[src/rtl/arf_commit_sequencer_pkg.sv]
// Shared constants for the ARF commit sequencer slice: register-file geometry
// and the hard-wired zero register index.
package arf_commit_sequencer_pkg;

  localparam int unsigned ARF_REG_W    = 4;
  localparam int unsigned ARF_DATA_W   = 32;
  localparam int unsigned ARF_ZERO_REG = 0;
  localparam int unsigned ARF_DEPTH    = 4;

endpackage

[src/rtl/arf_fwd_lookup.sv]
// Youngest-match search over the commit buffer for one ARF read port.
// Ports:
//   entry_valid/entry_reg/entry_data : buffer contents, indexed by slot
//   head                             : slot of the oldest entry
//   rd_reg, arf_rdata                : reader index and raw ARF data
//   fwd_data_c                       : forwarded data (combinational)
module arf_fwd_lookup
  import arf_commit_sequencer_pkg::*;
#(
  parameter int unsigned DEPTH  = ARF_DEPTH,
  parameter int unsigned REG_W  = ARF_REG_W,
  parameter int unsigned DATA_W = ARF_DATA_W,
  localparam int unsigned PTR_W = $clog2(DEPTH)
) (
  input  logic [DEPTH-1:0]             entry_valid,
  input  logic [DEPTH-1:0][REG_W-1:0]  entry_reg,
  input  logic [DEPTH-1:0][DATA_W-1:0] entry_data,
  input  logic [PTR_W-1:0]             head,
  input  logic [REG_W-1:0]             rd_reg,
  input  logic [DATA_W-1:0]            arf_rdata,
  output logic [DATA_W-1:0]            fwd_data_c
);

  // Walk from oldest to youngest so the last match (youngest) wins.
  always_comb begin
    logic [PTR_W-1:0] idx;
    idx        = '0;
    fwd_data_c = arf_rdata;
    for (int unsigned k = 0; k < DEPTH; k++) begin
      idx = head + PTR_W'(k);
      if ((rd_reg != REG_W'(ARF_ZERO_REG)) && entry_valid[idx] && (entry_reg[idx] == rd_reg)) begin
        fwd_data_c = entry_data[idx];
      end
    end
  end

endmodule

[src/rtl/arf_commit_sequencer.sv]
// Buffers up to two in-order ROB commits per cycle and drains one per cycle
// into the single ARF write port; forwards pending data to ARF readers.
// Ports:
//   clk, rst_n                         : clock, async active-low reset
//   c0_*/c1_*                          : commit lanes (lane 0 is older)
//   commit_ready                       : room for two commits this cycle
//   arf_write_enable/reg/data          : ARF write port (head of buffer)
//   rd_reg1/2, arf_rdata1/2            : reader indices and raw ARF data
//   rd_data1/2                         : read data with pending commits forwarded
//   occupancy                          : number of valid buffer entries
module arf_commit_sequencer
  import arf_commit_sequencer_pkg::*;
#(
  parameter int unsigned DEPTH  = ARF_DEPTH,
  parameter int unsigned REG_W  = ARF_REG_W,
  parameter int unsigned DATA_W = ARF_DATA_W,
  localparam int unsigned PTR_W = $clog2(DEPTH),
  localparam int unsigned OCC_W = $clog2(DEPTH) + 1
) (
  input  logic              clk,
  input  logic              rst_n,
  input  logic              c0_valid,
  input  logic [REG_W-1:0]  c0_reg,
  input  logic [DATA_W-1:0] c0_data,
  input  logic              c1_valid,
  input  logic [REG_W-1:0]  c1_reg,
  input  logic [DATA_W-1:0] c1_data,
  output logic              commit_ready,
  output logic [REG_W-1:0]  arf_write_reg,
  output logic              arf_write_enable,
  output logic [DATA_W-1:0] arf_write_data,
  input  logic [REG_W-1:0]  rd_reg1,
  input  logic [REG_W-1:0]  rd_reg2,
  input  logic [DATA_W-1:0] arf_rdata1,
  input  logic [DATA_W-1:0] arf_rdata2,
  output logic [DATA_W-1:0] rd_data1,
  output logic [DATA_W-1:0] rd_data2,
  output logic [OCC_W-1:0]  occupancy
);

  logic [PTR_W-1:0]             head_q;
  logic [PTR_W-1:0]             tail_q;
  logic [OCC_W-1:0]             occ_q;
  logic [DEPTH-1:0]             valid_q;
  logic [DEPTH-1:0][REG_W-1:0]  reg_q;
  logic [DEPTH-1:0][DATA_W-1:0] data_q;

  logic             en0;
  logic             en1;
  logic             deq;
  logic [1:0]       n_enq;
  logic [PTR_W-1:0] slot1;
  logic [OCC_W-1:0] occ_next;

  // Ready is judged from registered occupancy only, so a dual commit always fits.
  assign commit_ready = (occ_q <= OCC_W'(DEPTH - 2));

  // Register-0 writes are architecturally meaningless and are dropped here.
  assign en0   = commit_ready && c0_valid && (c0_reg != REG_W'(ARF_ZERO_REG));
  assign en1   = commit_ready && c1_valid && (c1_reg != REG_W'(ARF_ZERO_REG));
  assign n_enq = {1'b0, en0} + {1'b0, en1};
  assign deq   = (occ_q != '0);

  // Lane 1 lands right after lane 0, or in lane 0's slot if lane 0 was dropped.
  assign slot1    = tail_q + PTR_W'(en0);
  assign occ_next = occ_q + OCC_W'(n_enq) - OCC_W'(deq);

  // FIFO storage and pointers.
  always_ff @(posedge clk or negedge rst_n) begin
    if (!rst_n) begin
      head_q  <= '0;
      tail_q  <= '0;
      occ_q   <= '0;
      valid_q <= '0;
      reg_q   <= '0;
      data_q  <= '0;
    end else begin
      head_q <= head_q + PTR_W'(deq);
      tail_q <= tail_q + PTR_W'(n_enq);
      occ_q  <= occ_next;
      // Enqueue never targets the head slot while it drains: ready implies two free slots.
      if (deq) begin
        valid_q[head_q] <= 1'b0;
      end
      if (en0) begin
        valid_q[tail_q] <= 1'b1;
        reg_q[tail_q]   <= c0_reg;
        data_q[tail_q]  <= c0_data;
      end
      if (en1) begin
        valid_q[slot1] <= 1'b1;
        reg_q[slot1]   <= c1_reg;
        data_q[slot1]  <= c1_data;
      end
    end
  end

  // Head entry drives the write port directly from state.
  assign arf_write_enable = deq;
  assign arf_write_reg    = deq ? reg_q[head_q]  : '0;
  assign arf_write_data   = deq ? data_q[head_q] : '0;
  assign occupancy        = occ_q;

  arf_fwd_lookup #(
    .DEPTH (DEPTH),
    .REG_W (REG_W),
    .DATA_W(DATA_W)
  ) u_fwd1 (
    .entry_valid(valid_q),
    .entry_reg  (reg_q),
    .entry_data (data_q),
    .head       (head_q),
    .rd_reg     (rd_reg1),
    .arf_rdata  (arf_rdata1),
    .fwd_data_c (rd_data1)
  );

  arf_fwd_lookup #(
    .DEPTH (DEPTH),
    .REG_W (REG_W),
    .DATA_W(DATA_W)
  ) u_fwd2 (
    .entry_valid(valid_q),
    .entry_reg  (reg_q),
    .entry_data (data_q),
    .head       (head_q),
    .rd_reg     (rd_reg2),
    .arf_rdata  (arf_rdata2),
    .fwd_data_c (rd_data2)
  );

endmodule

[config.mk]
export PLATFORM = sky130hd
export DESIGN_NAME = arf_commit_sequencer
export DESIGN_NICKNAME = d
export VERILOG_FILES = /design/src/rtl/arf_commit_sequencer_pkg.sv /design/src/rtl/arf_fwd_lookup.sv /design/src/rtl/arf_commit_sequencer.sv
export SDC_FILE = /design/constraint.sdc
export NUM_CORES = 1
export LEC_CHECK = 0
export CAP_MARGIN = 40
export CORE_UTILIZATION = 33
export CTS_BUF_LIST = sky130_fd_sc_hd__clkbuf_4 sky130_fd_sc_hd__clkbuf_8
export DETAILED_ROUTE_END_ITERATION = 16
export GPL_TIMING_DRIVEN = 0
export PLACE_DENSITY = 0.65
export SETUP_SLACK_MARGIN = 0.2
export SYNTH_ARGS = -nofsm -noshare
export SYNTH_HDL_FRONTEND = slang
export SYNTH_SLANG_ARGS = --single-unit
[constraint.sdc]
create_clock -name clk -period 12.57 [get_ports clk]
set_input_delay 1.8855 -clock clk [delete_from_list [all_inputs] [get_ports clk]]
set_output_delay 1.8855 -clock clk [all_outputs]
set_load 0.02 [all_outputs]
==> impl_results.md <==
* Status: completed
* Final setup TNS at 0 ns
* Die Wd at 213 um
* Busiest layer in global routing: met2
* Final cycle utilization of the critical path at 74.8%
* # port buffers at 244
* Most instantiated library cell after synthesis: sky130_fd_sc_hd__mux2i_1
* Worst setup SP type: register
* Synthesized area divided by synthesized cell count at 9.91 um^2
* Antenna violations before repair at 1
* Post-synthesis cell type count at 54
* Number of top-level pins at 253
* Remaining max-slew budget at the tightest pin at 37.0%
* Max-slew violation count at 0
* Path category of the worst min-delay check: register to register
* DRC violation count after routing at 0
* Crit path time final at 9.40 ns
* Post-layout instance count excluding filler cells at 2363
* Number of antenna-violating nets in the routed design at 0
* Overall die area at 45500 um^2
* Proportion of register bits with asynchronous set or reset after synthesis at 100%
* Clock latency reported for the late side of the worst-skew pair at 0.53 ns
* Final instance area at 18500 um^2
* First-pass GRT wire length at 98.3 mm
* Height of the die at 213 um
* Clock root buffer: sky130_fd_sc_hd__clkbuf_8
* Most numerous cell types in the synthesized netlist: 211 x sky130_fd_sc_hd__mux2i_1, 155 x sky130_fd_sc_hd__dfrtp_1, 128 x sky130_fd_sc_hd__mux4_2
* Kind of end point of the critical path: primary output
* CTS clk-pin slew, worst paths at 0.09 ns
* Placed Cells at 2328
* Unrepaired setup endpoints after global routing: no
* Worst Skew at 0.0127 ns
* Transition time of the tightest slew-check pin at 0.945 ns
* Setup Fix Bufs, Post-CTS at 0
* Final core utilization at 41.9%
* Number of nets in the synthesized netlist at 1648
* Total via count in the routed design at 14900
* Violation count after the first detailed-routing iteration at 1868
* Overflow after GRT at 0
* Cell area after placement at 18000 um^2
* Total leakage power at 7.29 nW
* Total half-perimeter wirelength after legalization and detailed placement at 50.1 mm
* Pre-CTS setup slack at 4.06 ns
* Met1 Use GR at 39.7%
* Overall power at 6.25 mW
* Proportion of netlist area held by the largest area contributor at 26.3%
* Global routing met2 resource utilization at 44.2%
* Maximum net fanout on the critical path at 11
* Max-cap violations at 0
* Setup ws final at 3.17 ns
* Met3 track demand over resource at 8.04%
* Category of the most critical setup path: register to primary output
* Signal arrival time at the worst endpoint at 7.51 ns
* Number of detailed-routing iterations run before antenna repair at 6
* Highest ir drop seen on vdd at 0.000164 V
* CTS tree: built
* Leading area contributor after synthesis: sky130_fd_sc_hd__dfrtp_1
* Warning count from the yosys run at 0
* Number of storage elements in the synthesis netlist at 155
* Netlist area before placement at 14700 um^2
* Top post-synthesis cells by area: sky130_fd_sc_hd__dfrtp_1 26%, sky130_fd_sc_hd__mux4_2 20%, sky130_fd_sc_hd__mux2i_1 14%, sky130_fd_sc_hd__o21ai_0 3.3%, sky130_fd_sc_hd__nand2_1 3.1%
* Most used DFF post-synth: sky130_fd_sc_hd__dfrtp_1
* Hold bufs inserted after CTS at 0
* Power per unit of standard cell area at 338 nW/um^2
* Total count of hold-check failures in the final report at 0
* H-Tree Depth at 4
* Initial cell density of the core at 33.4%
* Placeable core region at 44100 um^2
* NumNets Final at 1917
* Drt wl/cell at 28.9 um
* Layout fillers at 4379
* Fmax at 0.106 GHz
* Data required time of the critical path at 10.68 ns
* Fraction of layout cells with a size suffix above 1 at 16.0%
* Hold Worst Slack at 0.521 ns
* Global routing usage summed across all routing layers at 30.0%
* Count of flip-flops with a built-in enable after synthesis at 0
* Number of cells produced by synthesis at 1488
* Total clock buffers created by CTS at 17
* Finish-stage setup viols at 0
* Number of global-route vias before repair at 14700
* Share of synthesized area occupied by flip-flops and latches at 26.3%
* Maximum clock path buffer count at 2
* Post-cts resize count at 0
* Number of sinks driven by the clock tree at 155
* Number of rows created at floorplan at 77
* Routability Congestion at 1.03
* Register-to-register path setup slack at 9.15 ns
* Via density per instance at 6.32
* Maximum number of pins on one net before global-route repair at 93
* Total detailed-routing wirelength at 68.3 mm
* Syn-to-layout area delta at 25.3%
==> per-layer routing <==
layer	vias up	routed length (um)
met3	227	8160
li1	6219	-
met4	0	3800
met5	-	0
met2	1196	29900
met1	7296	26500
==> worst paths after layout <==
check	startpoint	to	cells past startpoint
setup / recovery	head_q[0]$_DFF_PN0_	rd_data1[12]	17
hold / removal	occupancy[2]$_DFF_PN0_	occupancy[2]$_DFF_PN0_	1
setup reg to reg	occupancy[0]$_DFF_PN0_	data_q[23]$_DFF_PN0_	9
hold reg to reg	occupancy[2]$_DFF_PN0_	occupancy[2]$_DFF_PN0_	1
max in group asynchronous	rst_n	data_q[18]$_DFF_PN0_	2
min in group asynchronous	rst_n	tail_q[0]$_DFF_PN0_	1
==> cells by family (layout without fill, tap and decap cells) <==
logic type                 count (synthesis)  after routing  share of synthesized area (%)
muxes                                    359            359                           36.0
and+or+nand+nor                          371            371                           11.8
adders and majority gates                 12             12                           1.07
buffers and inverters                    163            445                           5.10
DFF                                      155            155                           26.3
xor gates and xnor gates                  39             39                           2.37
other                                      0              1                              0
AOI/OAI and AO/OA                        389            389                           17.3
==> power breakdown <==
| part | switching, mW | internal [mW] |
|---|---|---|
| clock network | 0.219 | 0.225 |
| logic | 2.68 | 2.04 |
| registers | 0.332 | 0.753 |
==> final cells by class <==
cell class	instances	area [um^2]	share of cell area, %
Tap cell	592	741	4.01
Multi-Input combinational cell	1170	10100	54.8
Clock buffer	19	255	1.38
Inverter	9	33.8	0.183
Sequential cell	155	3880	21.0
Clock inverter	13	189	1.02
Timing Repair Buffer	250	2530	13.7
Antenna cell	1	2.50	0.0135
Buffer	154	718	3.89
==> sequential cells by signal, indices dropped and copies added (netlist names) <==
register and cells:
head_q 2, reg_q 16, occupancy 3, data_q 128, tail_q 2, valid_q 4
==> critical path, cell delays in order, from the launching register on <==
cell                              delay (ns)
sky130_fd_sc_hd__dfrtp_1                0.43
sky130_fd_sc_hd__buf_6                  0.21
sky130_fd_sc_hd__buf_12                 0.16
sky130_fd_sc_hd__buf_4                  0.23
sky130_fd_sc_hd__buf_2                  0.42
sky130_fd_sc_hd__clkinv_1               0.58
sky130_fd_sc_hd__clkbuf_1               0.46
sky130_fd_sc_hd__ha_1                   0.44
sky130_fd_sc_hd__buf_2                  0.30
sky130_fd_sc_hd__mux4_2                 0.41
sky130_fd_sc_hd__xnor2_1                0.15
sky130_fd_sc_hd__nand3_1                0.49
sky130_fd_sc_hd__or2_1                  0.18
sky130_fd_sc_hd__clkbuf_1               0.52
sky130_fd_sc_hd__clkbuf_1               0.71
sky130_fd_sc_hd__a21oi_1                0.14
sky130_fd_sc_hd__a21oi_1                0.42
sky130_fd_sc_hd__clkdlybuf4s50_1        0.69
==> cells in the final DEF, fill, tap and decap left out, drive strengths merged, types with 41 or more instances in the layout <==
cell type | Yosys | routed
clkdlybuf4s50 | 0 | 243
mux2i | 211 | 211
dfrtp | 155 | 155
o21ai | 146 | 146
mux4 | 134 | 134
nand2 | 121 | 121
nor2 | 105 | 105
clkbuf | 82 | 101
a21oi | 83 | 83
buf | 72 | 79
a221oi | 44 | 44
nand3 | 41 | 41
Note: power is estimated with default switching activity, not from simulation.
